**config.mk**
```make
export PLATFORM = sky130hd
export DESIGN_NAME = gstmcu_mem_sched
export DESIGN_NICKNAME = d
export VERILOG_FILES = /design/src/rtl/gstmcu_mem_sched.sv
export SDC_FILE = /design/constraint.sdc
export NUM_CORES = 1
export LEC_CHECK = 0
export CAP_MARGIN = 40
export CORE_AREA = 4 4 52 54
export CTS_BUF_LIST = sky130_fd_sc_hd__clkbuf_4
export DETAILED_ROUTE_END_ITERATION = 10
export DIE_AREA = 0 0 56 58
export PLACE_DENSITY = 0.84
export SYNTH_ARGS = -nofsm -noshare
export SYNTH_HDL_FRONTEND = slang
export SYNTH_SLANG_ARGS = --single-unit
export TNS_END_PERCENT = 10
```
**constraint.sdc**
```tcl
create_clock -name clk32 -period 4.65 [get_ports clk32]
set_clock_uncertainty 0.2 [all_clocks]
set_input_delay 0.93 -clock clk32 [delete_from_list [all_inputs] [get_ports clk32]]
set_output_delay 0.93 -clock clk32 [all_outputs]
set_load 0.01 [all_outputs]
```
**src/rtl/gstmcu_mem_sched.sv**
```systemverilog
// GSTMCU DRAM slot scheduler: 8-clock memory slots alternating video/refresh and CPU/DMA,
// with the 68000 bus-request handshake for DMA and RAS/CAS generation per granted slot.
module gstmcu_mem_sched #(
    parameter int REFRESH_INTERVAL = 64,
    parameter int DMA_BURST_MAX    = 8
) (
    input  logic       clk32,
    input  logic       reset,
    input  logic       de,
    input  logic       vid_req,
    input  logic       dma_req,
    input  logic       cpu_as,
    input  logic       bg,
    output logic       br,
    output logic       bgack,
    output logic       slot_vid,
    output logic       slot_ref,
    output logic       slot_cpu,
    output logic       slot_dma,
    output logic       vid_inc,
    output logic       dma_inc,
    output logic       ras_n,
    output logic       cas_n,
    output logic [2:0] ph,
    output logic       ref_overrun
);

    localparam logic [7:0] REF_LAST   = 8'(REFRESH_INTERVAL - 1);
    localparam logic [3:0] BURST_LAST = 4'(DMA_BURST_MAX);

    typedef enum logic [1:0] {DMA_IDLE, DMA_REQ, DMA_OWN} dma_state_e;

    logic [2:0] ph_q, ph_d;
    logic       odd_q, odd_d;
    logic       vid_q, vid_d, ref_q, ref_d, cpu_q, cpu_d, dma_q, dma_d;
    logic [7:0] ref_cnt_q, ref_cnt_d;
    logic       ref_pend_q, ref_pend_d;
    logic       ref_ovr_q, ref_ovr_d;
    dma_state_e st_q, st_d;
    logic [3:0] burst_q, burst_d;
    logic       cool_q, cool_d;
    logic       slot_end, ref_wrap, grant_ref;

    always_ff @(posedge clk32) begin
        if (reset) begin
            ph_q       <= 3'd0;
            odd_q      <= 1'b0;
            vid_q      <= 1'b0;
            ref_q      <= 1'b0;
            cpu_q      <= 1'b0;
            dma_q      <= 1'b0;
            ref_cnt_q  <= 8'd0;
            ref_pend_q <= 1'b0;
            ref_ovr_q  <= 1'b0;
            st_q       <= DMA_IDLE;
            burst_q    <= 4'd0;
            cool_q     <= 1'b0;
        end else begin
            ph_q       <= ph_d;
            odd_q      <= odd_d;
            vid_q      <= vid_d;
            ref_q      <= ref_d;
            cpu_q      <= cpu_d;
            dma_q      <= dma_d;
            ref_cnt_q  <= ref_cnt_d;
            ref_pend_q <= ref_pend_d;
            ref_ovr_q  <= ref_ovr_d;
            st_q       <= st_d;
            burst_q    <= burst_d;
            cool_q     <= cool_d;
        end
    end

    always_comb begin
        ph_d       = ph_q + 3'd1;
        odd_d      = odd_q;
        vid_d      = vid_q;
        ref_d      = ref_q;
        cpu_d      = cpu_q;
        dma_d      = dma_q;
        ref_cnt_d  = ref_cnt_q;
        ref_pend_d = ref_pend_q;
        ref_ovr_d  = ref_ovr_q;
        st_d       = st_q;
        burst_d    = burst_q;
        cool_d     = cool_q;
        grant_ref  = 1'b0;
        slot_end   = (ph_q == 3'd7);
        // A refresh tick landing on this very wrap may be serviced by the slot it opens.
        ref_wrap   = slot_end && odd_q && (ref_cnt_q == REF_LAST);

        if (slot_end) begin
            odd_d = ~odd_q;
            {vid_d, ref_d, cpu_d, dma_d} = 4'b0000;
            if (odd_q) begin
                if (vid_req && de) begin
                    vid_d = 1'b1;
                end else if (ref_pend_q || ref_wrap) begin
                    ref_d     = 1'b1;
                    grant_ref = 1'b1;
                end
                ref_cnt_d = ref_wrap ? 8'd0 : ref_cnt_q + 8'd1;
            end else if (st_q == DMA_OWN && dma_req) begin
                dma_d   = 1'b1;
                burst_d = burst_q + 4'd1;
            end else begin
                cpu_d = 1'b1;
            end
            if (cpu_q) begin
                cool_d = 1'b0;
            end
        end

        if (ref_wrap) begin
            if (ref_pend_q) begin
                ref_ovr_d = 1'b1;
            end
            ref_pend_d = ref_pend_q || !grant_ref;
        end else if (grant_ref) begin
            ref_pend_d = 1'b0;
        end

        // Release waits for the end of an odd slot so the last DMA access finishes under bgack.
        case (st_q)
            DMA_IDLE: if (dma_req && !cool_q) st_d = DMA_REQ;
            DMA_REQ: begin
                if (!dma_req) begin
                    st_d = DMA_IDLE;
                end else if (bg && !cpu_as) begin
                    st_d = DMA_OWN;
                end
            end
            DMA_OWN: begin
                if (slot_end && odd_q && (!dma_req || burst_q >= BURST_LAST)) begin
                    st_d    = DMA_IDLE;
                    burst_d = 4'd0;
                    cool_d  = 1'b1;
                end
            end
            default: st_d = DMA_IDLE;
        endcase
    end

    assign ph          = ph_q;
    assign slot_vid    = vid_q;
    assign slot_ref    = ref_q;
    assign slot_cpu    = cpu_q;
    assign slot_dma    = dma_q;
    assign br          = (st_q == DMA_REQ);
    assign bgack       = (st_q == DMA_OWN);
    assign ras_n       = !((vid_q || ref_q || cpu_q || dma_q) && ph_q >= 3'd1 && ph_q <= 3'd5);
    assign cas_n       = !((vid_q || cpu_q || dma_q) && ph_q >= 3'd3 && ph_q <= 3'd5);
    assign vid_inc     = vid_q && (ph_q == 3'd7);
    assign dma_inc     = dma_q && (ph_q == 3'd7);
    assign ref_overrun = ref_ovr_q;

endmodule

```
; After elaboration in Yosys (flattened, before gate mapping)
; Index checks and enable logic that the tools add are counted.
[op_classes]
order_cmp = 4
n_eq_ne = 7
n_mux = 27
n_reduce_logical = 32
bitwise_logic = 1
addsub = 3
[ops]
columns = operator, count
row1 = 4-bit two-way mux, 5
row2 = 1-bit two-way mux, 16
row3 = 1-bit logical AND, 13
row4 = "8-bit by 1-bit adder with 8-bit output, second input constant", 1
row5 = "8-bit by 6-bit equality test with 1-bit output, second input constant", 1
row6 = 1-bit logical OR, 8
row7 = 2-bit two-way mux, 4
row8 = 8-bit two-way mux, 1
row9 = 1-bit logical NOT, 6
row10 = 2-bit one-hot mux with 3 select lines, 1
row11 = "4-bit by 1-bit adder with 4-bit output, second input constant", 1
row12 = "4-bit greater-or-equal comparator, second input constant", 1
row13 = 2-bit AND reduction, 2
row14 = "3-bit by 1-bit adder with 3-bit output, second input constant", 1
row15 = "3-bit equality test, second input constant", 1
row16 = "3-bit by 1-bit greater-or-equal comparator with 1-bit output, second input constant", 1
row17 = "3-bit by 2-bit greater-or-equal comparator with 1-bit output, second input constant", 1
row18 = "3-bit <= comparator, second input constant", 1
row19 = "3-bit by 2-bit != test with 1-bit output, second input constant", 1
row20 = 3-bit AND reduction, 1
row21 = "2-bit by 1-bit equality test with 1-bit output, second input constant", 1
row22 = "2-bit equality test, second input constant", 1
row23 = 2-bit logical NOT, 1
row24 = "2-bit by 1-bit != test with 1-bit output, second input constant", 1
row25 = other kinds (3), 3
[totals]
reg_bits = 25
elab_cells = 86
out_inout_bits = 14

; Longest topological paths before layout
; Gate-level depths: netlist (run 1).
[depth]
word_depth = 11
mapped_depth = 6

; Worst setup path after synthesis (run 1)
; Ideal clock, no wire load.
[synth_path]
path_kind = register -> output
startpoint = register ph_q[1], in the netlist ph[1]
endpoint = output dma_inc
slack_ns = 2.338
path_stages_with_launch = 5
t_required_ns = 3.520
arrival_ns = 1.182
cell_sequence = dfxtp_1 > ha_1 > ha_1 > buf_4 > and2_1
[synth_between]
elab_chain_cells = 2
[synth_lines]
columns = item, line_no
row1 = start: declaration, 33  ; logic [2:0] ph_q, ph_d;
row2 = start signal: assignment, 59  ; ph_q <= ph_d;
row3 = 3-bit equality test, 154  ; assign dma_inc = dma_q && (ph_q == 3'd7);
row4 = 1-bit logical AND, 154
row5 = end: declaration, 21  ; output logic dma_inc,
; Every way passes these cells.

; Worst setup path in the final report (run 1)
[layout_path]
startpoint = register ph_q[1], in the netlist ph[1]
endpoint = output vid_inc
[layout_between]
elab_chain_cells = 2
[layout_lines]
columns = item, line_no
row1 = 3-bit equality test, 153  ; assign vid_inc = vid_q && (ph_q == 3'd7);
row2 = 1-bit logical AND, 153
row3 = end: declaration, 20  ; output logic vid_inc,
; Every way passes these cells.

==> results of run 1 <==
path summary, 6_finish.rpt:
path / startpoint / to / slack (ns) / cells past startpoint
worst max-delay path: ph[1] / vid_inc / 1.41 / 4
worst min-delay path: ref_overrun / ref_overrun / 0.29 / 1
worst max register to register: ph[1] / ref_cnt_q[7] / 2.50 / 5
worst min register to register: ref_overrun / ref_overrun / 0.29 / 1
metrics by stage:
step                hold WS [ns]  instances
floorplan                 0.2508        145
global placement          0.2522        190
detailed placement        0.2580        190
CTS                       0.2873        194
global route              0.3042        194
finish                    0.2858        194
cell families (layout without fill, tap and decap cells):
logic type      count (synthesis)  count (layout)
xor+xnor                        1               1
buf+inv                        14              35
flops                          25              25
mux                             1               1
compound gates                 41              41
fa+ha+maj                       7               7
simple gates                   56              56
power by group:
part           total (uW)  switching [uW]  internal (uW)
combinational        35.1            16.4           18.7
sequential            223            5.29            217
clock                 102            62.4           39.5
registers in the layout, summed over array words and instances, names as in the netlist:
register	cells
burst_q	4
cool_q	1
odd_q	1
ph	3
ref_cnt_q	8
ref_overrun	1
ref_pend_q	1
slot_cpu	1
slot_dma	1
slot_ref	1
slot_vid	1
st_q	2
synth_stat cells (2+ instances only):
master	instances	share of area, %
o21ai_0	7	2.7
nor2_1	11	3.2
and2_1	2	0.98
o31ai_1	3	1.8
nor4_1	2	0.98
nand2b_1	2	0.98
or3_1	4	2.0
inv_1	11	3.2
a21oi_1	12	4.7
nor3b_1	2	1.2
nand2_1	9	2.6
a22oi_1	3	1.8
nand3_1	7	2.7
o21a_1	2	1.2
clkbuf_1	2	0.59
a221oi_1	3	2.0
nor3_1	3	1.2
ha_1	7	6.8
dfxtp_1	25	39
cell type report:
cell class	count	share of cell area (%)
Tap cell	28	2.286
Clock buffer	4	1.959
Timing Repair Buffer	20	13.06
Multi-Input combinational cell	106	47.35
Inverter	11	2.694
Sequential cell	25	32.65
layer usage:
metal  share of wire (%)  global-route usage (%)
met1                  45                   21.06
met2                  48                   30.05
met3                 6.2                   4.454
met4                 1.3                   8.814
met5                   0                       0
==> key figures, run 1 <==
Clocking
  • CTS buffer count: 3
  • Root Driver: clkbuf_4
  • Worst skew pair latency: 0.32 ns
  • Clock-pin slew on the worst setup and hold paths: 0.13 ns
  • Max Buffers Root-to-Sink: 2
  • Cts hold-fix bufs: 0
  • CTS Sinks: 25
  • CTS tree: yes
  • H-tree depth: 1
  • Postcts setup bufs: 0
  • Post_cts resized: 0

Yosys
  • Compound-cell area share of the yosys netlist: 21.37%
  • Ys async rst share: 0%
  • Simple-Gate Fraction of Synth Area: 26.83%
  • Mapped Avg Cell Area: 8.845 um^2
  • Synth Area in XOR/XNOR: 0.6829%
  • Mux cell area share after synthesis: 0.8780%
  • EDFF count, synth: 0
  • Netlist cell types: 47
  • Post-synthesis adder-cell area fraction: 6.829%
  • YS warnings: 0
  • Number of synthesized register bits: 25
  • Ys flop type: dfxtp_1
  • Mapped Area: 0.001282 mm^2
  • Post-synthesis cell count: 145
  • Sequential element share of the synthesized area: 39.02%
  • Syn_nets: 159
  • Largest family of logic cells by synthesized area: simple AND/OR/NAND/NOR gates

Global routing
  • Largest net degree at the start of global routing: 21
  • Total track usage: 17.79%
  • Gr ovfl total: 0
  • Antenna violations before repair: 0
  • Vias in the first global route: 1,087
  • First-pass GRT wire length: 4623 um

Route
  • Vias per cell: 5.912
  • DRT Pass-1 Iters: 5
  • DRC viols: 0
  • Via Count: 1,147
  • Antenna-violating nets left: 0
  • 1st-iter DRT viols: 29
  • Routed wire length: 2713 um
  • Drt wl/cell: 13.98 um

Layout
  • Commonest non-fill, non-tap cells in the layout: 25 x dfxtp_1, 20 x clkdlybuf4s50_1, 12 x a21oi_1
  • Area grow syn2layout: 19.51%
  • Antenna cell count: 0
  • Final Util: 69.29%
  • Multi-input gate area: 725.7 um^2
  • Most common cell after layout, fill and taps aside: dfxtp_1
  • Share of layout cells above drive strength 1: 9.639%
  • Register area: 500.5 um^2
  • Final-layout fill cell count: 180
  • Post-route cell area: 0.001533 mm^2
  • Final layout net count: 181

Place
  • Dpl hpwl: 2083 um
  • PortBufs: 20
  • GPL Wtd Cong: 0.8108
  • Dpl ws: 1.764 ns
  • Post-DP Area: 0.001503 mm^2

Timing
  • Final Hold Viols: 0
  • RSZ-0062 raised after global routing: no
  • # setup viols final: 0
  • Setup WS post-layout: 1.413 ns
  • Slew margin rel.: 52.53%
  • Final Cycle Share: 69.61%
  • Worst-Margin Slew: 0.7098 ns
  • Fin crit period: 3.237 ns
  • Max Slew Vio Count: 0
  • Max Clock Freq: 0.3090 GHz
  • TNS Setup: 0 ns

Die
  • Initial Util: 57.98%
  • Row count: 17
  • Core ar.: 0.002212 mm^2
  • Die W: 56 um
  • Die Footprint: 0.003248 mm^2
  • Die Y: 58 um
  • IO Pins: 21

Worst setup path
  • Crit path buf inv count: 1
  • Slowest cell on crit path: clkdlybuf4s50_1
  • Critical Path Source Type: register
  • CP dominant cell by count: ha_1
  • CP peak stage delay: 0.53 ns
  • Critical path class: reg2out
  • Worst Path Required: 3.52 ns
  • CP endpoint kind: output pin
  • Critical path's top delay family: adder cells
  • CP max FO: 11
  • Worst path arrival time: 2.11 ns
  • Worst path cell trace: ha_1 > ha_1 > and2_1 > clkdlybuf4s50_1

Pwr
  • Max VDD drop: 0.2481 mV
  • Design Power: 359.7 uW
  • Leakage: 0.0005521 uW
  • Pwr Density: 234.7 mW/mm^2

Outcome
  • Status: completed

Run
  • Max-cap violations: 0

Hold path
  • Min-Delay Path Class: reg2reg
No activity file was read; power rests on OpenSTA's default activity.
==> run 2: changes to the inputs <==
Settings changed: CORE_AREA 4 4 52 54 to 4 4 54 56, DIE_AREA 0 0 56 58 to 0 0 58 60, PLACE_DENSITY 0.84 to 0.79.
Clock period 4.65 ns to 3.2 ns, I/O delays scaled along.
==> key figures, run 2 (synthesis results as in run 1) <==
Place
  • Dpl hpwl: 2028 um (-2.6%)
  • PortBufs: 20 (unchanged)
  • GPL Wtd Cong: 0.7924 (-2.3%)

Timing
  • TNS Setup: 0 ns (unchanged)
  • Slew margin rel.: 65.83% (+13 points)
  • Max Slew Vio Count: 0 (unchanged)
  • Final Hold Viols: 0 (unchanged)
  • Final Cycle Share: 91.98%
  • Hold Slack: 0.2781 ns (-0.007638 ns)
  • RSZ-0062 raised after global routing: no
  • Fin crit period: 2.943 ns
  • # setup viols final: 0 (unchanged)
  • Max Clock Freq: 0.3398 GHz
  • Worst-Margin Slew: 0.5110 ns (-0.1988 ns)

Pwr
  • Leakage: 0.0005569 uW (+0.87%)
  • Max VDD drop: 0.2342 mV (-5.6%)
  • Pwr Density: 337.0 mW/mm^2 (+44%)

Clocking
  • Worst skew pair latency: 0.30 ns (-0.02 ns)
  • CTS Sinks: 25 (unchanged)
  • Post_cts resized: 0 (unchanged)
  • Cts hold-fix bufs: 0 (unchanged)
  • Postcts setup bufs: 0 (unchanged)
  • Clock-pin slew on the worst setup and hold paths: 0.13 ns (about the same)
  • H-tree depth: 1 (unchanged)
  • CTS buffer count: 3 (unchanged)
  • Max Buffers Root-to-Sink: 2 (unchanged)
  • CTS tree: yes
  • Root Driver: clkbuf_4

Global routing
  • Largest net degree at the start of global routing: 15 (-29%)
  • Total track usage: 16.86% (-0.92 points)
  • Gr ovfl total: 0 (unchanged)
  • Vias in the first global route: 1,090 (+0.28%)
  • First-pass GRT wire length: 4678 um (+1.2%)
  • Antenna violations before repair: 0 (unchanged)

Route
  • Vias per cell: 5.751 (-2.7%)
  • Routed wire length: 2631 um (-3.0%)
  • 1st-iter DRT viols: 36 (+24%)
  • Antenna-violating nets left: 0 (unchanged)
  • DRT Pass-1 Iters: 4 (-1)
  • Via Count: 1,133 (-1.2%)
  • DRC viols: 0 (unchanged)
  • Drt wl/cell: 13.36 um (-4.5%)

Worst setup path
  • Worst Path Required: 2.36 ns (-1.16 ns)
  • Worst setup startpoint: ph[1]
  • Levels on crit path: 4 (unchanged)
  • Worst path arrival time: 2.10 ns (about the same)
  • Crit path buf inv count: 1 (unchanged)
  • Slowest cell on crit path: clkdlybuf4s50_1
  • CP dominant cell by count: ha_1
  • Reg2Reg Launch Point: ph[1]
  • CP endpoint kind: output pin
  • Critical path's top delay family: adder cells
  • CP max FO: 11 (unchanged)
  • Worst path cell trace: ha_1 > ha_1 > and2_1 > clkdlybuf4s50_1
  • CP peak stage delay: 0.53 ns (about the same)
  • Critical path class: reg2out
  • R2R depth: 5 (unchanged)
  • Critical Path Source Type: register

Layout
  • Share of layout cells above drive strength 1: 10.18% (+0.54 points)
  • Multi-input gate area: 725.7 um^2 (unchanged)
  • Area grow syn2layout: 20.29%
  • Final-layout fill cell count: 220 (+22%)
  • Max reg flops: 8 (unchanged)
  • Antenna cell count: 0 (unchanged)
  • Most common cell after layout, fill and taps aside: dfxtp_1
  • Register area: 500.5 um^2 (unchanged)
  • Final layout net count: 182 (+0.55%)
  • Largest Register: ref_cnt_q
  • Commonest non-fill, non-tap cells in the layout: 25 x dfxtp_1, 20 x clkdlybuf4s50_1, 12 x a21oi_1

Outcome
  • Status: completed

Die
  • Row count: 18 (+1)
  • Die Footprint: 0.003480 mm^2 (+7.1%)
  • Core ar.: 0.002432 mm^2 (+10%)
  • Die Y: 60 um (+3.4%)
  • IO Pins: 21 (unchanged)
  • Die W: 58 um (+3.6%)
  • Initial Util: 52.73% (-5.2 points)

Hold path
  • Min-Delay Startpoint: ref_overrun
  • Min-Delay Path Class: reg2reg
  • Worst hold path stage count: 1 (unchanged)

Run
  • Max-cap violations: 0 (unchanged)
[run 2: power breakdown]
part           switching (uW)  internal [uW]  total [uW]
combinational            23.5           27.7        51.2
clock                    87.8           57.0         145
sequential               7.78            316         324
[run 2: worst paths after layout]
kind,slack (ns),end
worst min register to register,0.28,ref_overrun
worst min-delay path,0.28,ref_overrun
worst max register to register,1.01,ref_cnt_q[7]
worst max-delay path,0.26,dma_inc
[run 2: area by class of cell]
cell class / instances / share of cell area [%]
Inverter: 11 / 2.676
Clock buffer: 4 / 1.946
Timing Repair Buffer: 21 / 13.46
Tap cell: 30 / 2.433
Multi-Input combinational cell: 106 / 47.04
Sequential cell: 25 / 32.44
[run 2: routing by layer]
metal / share of wire, % / global-route usage [%] / wire length [um]
met5: 0 / 0 / 0
met4: 0.53 / 4.967 / 14
met3: 4.3 / 3.672 / 113
met2: 48 / 29.52 / 1267
met1: 47 / 20.71 / 1236
[run 2: stage by stage]
step	utilization, %	instances	worst slack, ns	cell area [um^2]	power (uW)
3_5_place_dp	62.19	193	0.5925	1513	382.0
4_1_cts	63.43	197	0.2379	1543	525.1
3_3_place_gp	62.19	193	0.6829	1513	379.9
5_1_grt	63.43	197	0.1253	1543	544.1
6_report	63.43	197	0.2567	1543	519.8
2_1_floorplan	-	145	1.178	1282	356.6
